`config.mk`:
```
export PLATFORM = sky130hd
export DESIGN_NAME = cic
export DESIGN_NICKNAME = d
export VERILOG_FILES = /design/src/rtl/cic_pkg.sv /design/src/rtl/cic_channel.sv /design/src/rtl/cic.sv
export SDC_FILE = /design/constraint.sdc
export NUM_CORES = 2
export LEC_CHECK = 0
export CORE_MARGIN = 1
export CORE_UTILIZATION = 45
export DETAILED_ROUTE_END_ITERATION = 12
export PLACE_DENSITY = 0.57
export SETUP_SLACK_MARGIN = 0.1
export SLEW_MARGIN = 10
export SYNTH_ARGS = -nofsm -noshare
export SYNTH_HDL_FRONTEND = slang
export SYNTH_SLANG_ARGS = --single-unit
```
`constraint.sdc`:
```
create_clock -name clk -period 51.6 [get_ports clk]
set_input_delay 10.32 -clock clk [delete_from_list [all_inputs] [get_ports clk]]
set_output_delay 10.32 -clock clk [all_outputs]
set_load 0.03 [all_outputs]
```
`src/rtl/cic_pkg.sv`:
```
// Shared constants and config clamp helpers for the stereo PDM CIC decimator.
// Imported by cic_channel and the cic top level.
package cic_pkg;

   localparam int WIDTH     = 32;
   localparam int MAX_ORDER = 5;

   typedef logic [WIDTH-1:0] word_t;

   // Order 0 runs as 1, anything past MAX_ORDER as MAX_ORDER.
   function automatic logic [2:0] clamp_order(input logic [5:0] n);
      if (n == 6'd0)
         return 3'd1;
      else if (n > 6'(MAX_ORDER))
         return 3'(MAX_ORDER);
      else
         return n[2:0];
   endfunction

   // Ratio 0 runs as 1.
   function automatic logic [7:0] clamp_ratio(input logic [7:0] r);
      return (r == 8'd0) ? 8'd1 : r;
   endfunction

endpackage

```
`src/rtl/cic_channel.sv`:
```
// One CIC channel: N integrators, decimation counter, N combs (delay 1).
// Ports: strobe/x sample in, order/ratio config, fire pulse + sample out.
module cic_channel
   import cic_pkg::*;
(
   input  logic       clk,
   input  logic       rst,
   input  logic       strobe,
   input  logic       x,
   input  logic [2:0] order,
   input  logic [7:0] ratio,
   output logic       fire,
   output word_t      sample
);

   word_t      integ_q [MAX_ORDER];
   word_t      integ_d [MAX_ORDER];
   word_t      dly_q   [MAX_ORDER];
   word_t      dly_d   [MAX_ORDER];
   logic [7:0] dec_cnt;
   word_t      acc;

   // Integrators cascade on the fresh values; combs run on the
   // just-updated top integrator so the result is ready this cycle.
   always_comb begin
      fire = strobe && (dec_cnt >= ratio - 8'd1);
      acc = integ_q[0] + word_t'(x);
      integ_d[0] = acc;
      for (int k = 1; k < MAX_ORDER; k++) begin
         if (k < int'(order)) begin
            acc = integ_q[k] + acc;
            integ_d[k] = acc;
         end else begin
            integ_d[k] = '0;
         end
      end
      for (int k = 0; k < MAX_ORDER; k++) begin
         if (k < int'(order)) begin
            dly_d[k] = acc;
            acc = acc - dly_q[k];
         end else begin
            dly_d[k] = '0;
         end
      end
      sample = acc;
   end

   always_ff @(posedge clk or posedge rst) begin
      if (rst) begin
         for (int k = 0; k < MAX_ORDER; k++) begin
            integ_q[k] <= '0;
            dly_q[k]   <= '0;
         end
         dec_cnt <= '0;
      end else if (strobe) begin
         for (int k = 0; k < MAX_ORDER; k++)
            integ_q[k] <= integ_d[k];
         if (fire) begin
            dec_cnt <= '0;
            for (int k = 0; k < MAX_ORDER; k++)
               dly_q[k] <= dly_d[k];
         end else begin
            dec_cnt <= dec_cnt + 8'd1;
         end
      end
   end

endmodule

```
`src/rtl/cic.sv`:
```
// Stereo PDM front end: bit-clock divider, L/R demux, two CIC decimators.
// Ports: clk/rst, clk_div/comb_num/dec_num config, data_in PDM, PCM out.
module cic
   import cic_pkg::*;
(
   input  logic        clk,
   input  logic        rst,
   input  logic [31:0] clk_div,
   input  logic [5:0]  comb_num,
   input  logic [7:0]  dec_num,
   input  logic        data_in,
   output logic [31:0] data_out,
   output logic        data_out_valid,
   output logic        channel,
   output logic        clk_out
);

   logic [31:0] div_cnt;
   logic [31:0] lim;
   logic        toggle;
   logic        stb0;
   logic        stb1;
   logic        fire0;
   logic        fire1;
   word_t       smp0;
   word_t       smp1;
   logic [2:0]  order;
   logic [7:0]  ratio;

   assign order  = clamp_order(comb_num);
   assign ratio  = clamp_ratio(dec_num);
   assign lim    = (clk_div == 32'd0) ? 32'd1 : clk_div;
   assign toggle = (div_cnt == lim - 32'd1);
   // Rising bit clock samples right, falling samples left.
   assign stb1   = toggle && !clk_out;
   assign stb0   = toggle && clk_out;

   always_ff @(posedge clk or posedge rst) begin
      if (rst) begin
         div_cnt <= '0;
         clk_out <= 1'b0;
      end else if (toggle) begin
         div_cnt <= '0;
         clk_out <= ~clk_out;
      end else begin
         div_cnt <= div_cnt + 32'd1;
      end
   end

   cic_channel u_left (
      .clk    (clk),
      .rst    (rst),
      .strobe (stb0),
      .x      (data_in),
      .order  (order),
      .ratio  (ratio),
      .fire   (fire0),
      .sample (smp0)
   );

   cic_channel u_right (
      .clk    (clk),
      .rst    (rst),
      .strobe (stb1),
      .x      (data_in),
      .order  (order),
      .ratio  (ratio),
      .fire   (fire1),
      .sample (smp1)
   );

   // Strobes are never simultaneous, so a simple priority mux suffices.
   always_ff @(posedge clk or posedge rst) begin
      if (rst) begin
         data_out       <= '0;
         data_out_valid <= 1'b0;
         channel        <= 1'b0;
      end else begin
         data_out_valid <= fire0 || fire1;
         if (fire1) begin
            data_out <= smp1;
            channel  <= 1'b1;
         end else if (fire0) begin
            data_out <= smp0;
            channel  <= 1'b0;
         end
      end
   end

endmodule

```
-- After elaboration in Yosys (flattened, before gate mapping)
Index checks and enable logic that the tools add are counted.
- output and inout port bits: 35
- flip-flop bits (word level): 723
- magnitude comparators: 8
- muxes and demuxes: 47
- equality and inequality tests: 1
- reduce and logical (&&, ||, !) cells: 12
- bitwise gates (word level): 1
- $add $sub $neg: 25
- operators with widths (kind ; number):
    $mux W32 ; 40
    $sub A32 B32 Y32 ; 10
    $add A32 B32 Y32 ; 8
    $add A32 B1 Y32 ; 2
    $add A32 B1 Y32 const B ; 1
    $eq A32 B32 Y1 ; 1
    $logic_not A32 Y1 ; 1
    $sub A32 B1 Y32 const B ; 1
    $mux W8 ; 3
    $add A8 B1 Y8 const B ; 2
    $ge A8 B8 Y1 ; 2
    $logic_not A8 Y1 ; 1
    $sub A8 B1 Y8 const B ; 1
    $gt A6 B3 Y1 const B ; 1
    $logic_not A6 Y1 ; 1
    $lt A1 B3 Y1 const A ; 2
    $lt A2 B3 Y1 const A ; 2
    $mux W3 ; 2
    $logic_and A1 B1 Y1 ; 4
    $reduce_and A2 Y1 ; 2
    $lt A3 B3 Y1 const A ; 1
    $mux W1 ; 2
    $reduce_bool A2 Y1 ; 1
    $logic_not A1 Y1 ; 1
    other kinds (2) ; 2

-- Longest topological paths before layout
- word-level depth: 23
- gate-level depth with buffers: 91
- mapped depth without buffers: 91

-- Modules after synthesis
Synthesis repeated with hierarchy kept, for this count alone.
- cells, all modules: 8258
- area, all modules: 65820.6 um^2
- modules (own cells, without submodules) (module ; area each (um^2) ; instances ; cells each):
    cic_channel (u_right) ; 30802.0 ; 1 ; 3919
    cic_channel (u_left) ; 30379.1 ; 1 ; 3822
    cic ; 4639.4 ; 1 ; 517

-- Worst setup path before layout
Ideal clock, no wire load.
- kind: in2reg
- start: in comb_num[5]
- end: reg data_out[31]
- buffers on the path: 3
- arrival time: 24992 ps
- cell stages on the path: 81
- slack: 26522 ps
- required time: 51513 ps
- cells stage by stage: nor4_1 -> nand2b_1 -> clkbuf_1 -> buf_1 -> clkbuf_1 -> nand2_1 -> nand2_1 -> ha_1 -> fa_1 -> a21o_1 -> a21o_1 -> a21o_1 -> a21o_1 -> a21oi_1 -> o21ai_0 -> a21oi_1 -> xnor2_1 -> nand2_1 -> [... 45 more ...] -> mux2_2 -> ha_1 -> and3_1 -> a211o_1 -> a21oi_1 -> xor2_1 -> o21ai_0 -> a21oi_1 -> inv_1 -> ha_1 -> o21a_1 -> o2bb2ai_1 -> mux2_2 -> nor4b_1 -> nand3_1 -> o2111ai_1 -> nor2_1 -> o211ai_1
- longest elaborated chain between the ends: 23
- elaborated cells on any way between the ends: 45
- RTL lines (element ; line ; RTL):
    start, declared ; cic.sv:9 ; input logic [5:0] comb_num,
    $gt A6 B3 Y1 ; cic_pkg.sv:14 ; else if (n > 6'(MAX_ORDER))
    $mux W3 ; cic_pkg.sv:14 ;
    $mux W3 (*) ; cic_pkg.sv:12 ; if (n == 6'd0)
    $lt A1 B3 Y1 ; cic_channel.sv:30, cic_channel.sv:38 ;
    $mux W32 ; cic_channel.sv:30 ; if (k < int'(order)) begin
    $add A32 B32 Y32 ; cic_channel.sv:31 ; acc = integ_q[k] + acc;
    $mux W32 ; cic_channel.sv:30 ;
    $add A32 B32 Y32 ; cic_channel.sv:31 ;
    [... 7 more ...] ; n/a ;
    $sub A32 B32 Y32 ; cic_channel.sv:40 ; acc = acc - dly_q[k];
    $mux W32 ; cic_channel.sv:38 ; if (k < int'(order)) begin
    $sub A32 B32 Y32 ; cic_channel.sv:40 ;
    $mux W32 ; cic_channel.sv:38 ;
    $sub A32 B32 Y32 ; cic_channel.sv:40 ;
    $mux W32 ; cic_channel.sv:38 ;
    $mux W32 ; cic.sv:83 ; end else if (fire0) begin
    $mux W32 (*) ; cic.sv:80 ; if (fire1) begin
    end signal, assigned ; cic.sv:81 ; data_out <= smp1;
    end signal, assigned ; cic.sv:84 ; data_out <= smp0;
    end, declared ; cic.sv:12 ; output logic [31:0] data_out,
Mark *: on every way between the ends. The rest lies on a longest branch, timed or not. The select of a mux whose other input is x is not followed.
A chain may end at the register's enable or synchronous reset.

-- Worst setup path after layout
Same ends and word-level chain as after synthesis.

==> flow_summary_export.csv <==
group,metric,value,unit
outcome,run_status,"complete, no violations",
timing,slew_headroom,12.8,%
floorplanning,start_util,45.6,%
logic_synthesis,synth_top_family_by_area,"compound AO/OA/AOI/OAI gates",
routing,vias_per_cell,5.69,
layout,final_cells,9954,
routing,dr.pass1.iters,5,
floorplanning,core_area,0.138,mm2
floorplanning,die-height,376,um
logic_synthesis,netlist_area,0.0630,mm2
floorplanning,fp-row-count,136,
worst_setup_path,critPathLaunchType,"primary input",
worst_hold_path,worst_hold_path.num_cells,2,
worst_setup_path,r2r-start,"u_left.integ_q[128]",
logic_synthesis,synth_ff_type,"dfrtp_1",
logic_synthesis,synth-compound-area-share,22.6,%
worst_setup_path,critical_path.max_fanout,46,
logic_synthesis,syn-num-nets,8729,
worst_setup_path,path_class,"primary input to flip-flop",
logic_synthesis,synth_top_area_share,28.7,%
timing,whs,473,ps
routing,num_vias,56600,
logic_synthesis,synthCells,8077,
routing,wl_per_cell,18.3,um
timing,fin_setup_tns,0,ps
logic_synthesis,synth_edf_count,0,
logic_synthesis,syn_area_per_cell,7.80,um2
logic_synthesis,synth_seq_area_share,28.7,%
logic_synthesis,yosys-top-cells-count,"1,288 x nand2_1, 786 x o21ai_0, 723 x dfrtp_1, 585 x ha_1, 575 x inv_1",
clock_network,clock-root-buffer,"clkbuf_16",
floorplanning,io_pins,84,
timing,finalSetupViolCount,0,
layout,drive_above_1_share,4.98,%
worst_setup_path,crit_start,"comb_num[5]",
worst_setup_path,critPathMaxStageDelay,610,ps
pwr,powerDensity,21.9,mW/mm2
clock_network,clk_latency,710,ps
timing,setup_ws,23300,ps
clock_network,cts_buffers,92,
logic_synthesis,synth.mux.area_fraction,2.19,%
placed_design,place_inst,9783,
logic_synthesis,synth_xor_area_share,9.34,%
clock_network,cts_buffer_depth,3,
placed_design,place_ws,22850,ps
clock_network,cts_setup_buffers,0,
layout,n_antenna_cell,0,
timing,post-route-min-period,28300,ps
placed_design,dp_hpwl,131000,um
logic_synthesis,yosysUniqueCellTypes,92,
routing,drtIter0Drc,3809,
floorplanning,die-width,376,um
placed_design,routabilityCongestion,0.899,
timing,post-route-period-util,54.8,%
global_route,antenna_found_initial,4,
worst_setup_path,r2r_slack,33120,ps
timing,tightest_slew,1290,ps
timing,rsz0062_at_grt,"no",
global_route,grt_first_pass_wirelength,296000,um
timing,hold_violations,0,
routing,ant_nets,0,
logic_synthesis,synth-adder-area-share,12.2,%
pwr,irDropWorstVdd,0.0000227,V
worst_setup_path,endpoint_kind,"flip-flop",
clock_network,cts.sinks,723,
worst_setup_path,crit_end,"data_out[31]",
logic_synthesis,ys_top_cells_by_area,"dfrtp_1 29%, ha_1 12%, nand2_1 7.7%",
routing,post-route-drc-count,0,
global_route,grt_usage,25.7,%
layout,fin_nets,8666,
layout,syn2layout_area_growth,9.38,%
worst_setup_path,worst-endpoint-required,52220,ps
worst_setup_path,rr_endpoint,"data_out[31]",
timing,finClkSkew,35.9,ps
global_route,grt_pass1_vias,54600,
clock_network,htreeDepth,3,
logic_synthesis,synth-simple-area-share,19.7,%
logic_synthesis,yosys_warnings,0,
clock_network,cts-resized-gates,0,
worst_hold_path,min_path_type,"flip-flop to flip-flop",
global_route,gr-total-overflow,0,
logic_synthesis,synth_top_area_cell,"dfrtp_1",
logic_synthesis,ys_ff_latch,723,
worst_hold_path,holdCritStartpoint,"u_left.integ_q[59]",
clock_network,cts_tree,"built",
global_route,grt_max_degree,142,
timing,drv_slew,0,
worst_setup_path,arrival,28920,ps
placed_design,io_buffers,83,
logic_synthesis,yosysMostFrequentCell,"nand2_1",
clock_network,ctsHoldBuffers,0,
clock_network,cts.clk_slew.worst_paths,60,ps
routing,wl,183000,um
timing,fmax,0.0353,GHz
worst_setup_path,cpMostUsedCell,"o21ai_0",
pwr,p_leak,34.7,nW
worst_setup_path,ff2ff_path_depth,88,
logic_synthesis,synth-async-reset-ratio,100,%
flow_run,maxCapViolations,0,
worst_setup_path,worst_path_max_delay_cell,"nor3_1",
floorplanning,dieArea,0.142,mm2
==> where the power goes <==
group	internal (mW)	switching (mW)
clock network	0.435	0.279
logic	0.0839	0.144
registers	0.567	0.000586
==> worst min path at each step <==
stage,endpoint,slack [ps]
final,u_left.integ_q[59],470
after global routing,u_left.dly_q[16],500
after CTS,u_right.integ_q[121],480
after detailed placement,u_right.integ_q[121],460
after global placement,u_left.integ_q[88],460
after floorplan,u_left.dly_q[64],450
==> cell usage in the layout, fill, tap and decap left out, types with 104 or more instances in the layout <==
cell	Yosys	layout
a21o_1	288	288
a21oi_1	572	570
dfrtp_1	723	723
ha_1	585	585
inv_1	575	574
nand2_1	1288	1284
nand3_1	338	338
nor2_1	514	512
nor3_1	119	119
o21a_1	104	104
o21ai_0	786	786
xnor2_1	427	427
xor2_1	237	237
==> layout make-up <==
| class | instances | area (um2) |
|---|---|---|
| Fill cell | 13600 | 69200 |
| Multi-Input combinational cell | 6475 | 41700 |
| Sequential cell | 723 | 18100 |
| Clock buffer | 134 | 2750 |
| Tap cell | 1863 | 2330 |
| Inverter | 576 | 2170 |
| Timing Repair Buffer | 146 | 1340 |
| Clock inverter | 37 | 549 |
==> worst max-delay path, delay by kind of cell <==
family,cells,cell delay [ps]
AOI/OAI and AO/OA,36,7750
xor gates and xnor gates,7,1190
adders and majority gates,9,2940
buffers and inverters,5,1110
muxes,2,600
and+or+nand+nor,24,4860
==> routing by layer <==
metal  GRT usage, %  wire length (um)
met1           35.8             87600
met2           41.7             82200
met3           2.89              7880
met4           7.65              4860
met5              0                15
==> per-stage QoR <==
step / power, mW / utilization (%) / instance area [um2]
6_report: 1.51 / 49.9 / 68900
5_1_grt: 1.57 / 49.9 / 68900
4_1_cts: 1.53 / 49.9 / 68900
3_5_place_dp: 0.803 / 47.5 / 65600
3_3_place_gp: 0.800 / 47.5 / 65600
2_1_floorplan: 0.741 / - / 63000
==> cells by family (layout without fill, tap and decap cells) <==
| kind of cell | after synthesis | count (layout) |
|---|---|---|
| xor+xnor | 667 | 667 |
| flops | 723 | 723 |
| fa+ha+maj | 603 | 603 |
| mux | 126 | 126 |
| simple gates | 2764 | 2764 |
| buf+inv | 879 | 893 |
| compound gates | 2315 | 2315 |
==> flip-flops by register name, indices dropped and copies added (netlist names) <==
signal,flops
channel,1
clk_out,1
data_out,32
data_out_valid,1
div_cnt,32
u_left.dec_cnt,8
u_left.dly_q,160
u_left.integ_q,160
u_right.dec_cnt,8
u_right.dly_q,160
u_right.integ_q,160
Note: power is estimated with default switching activity, not from simulation.
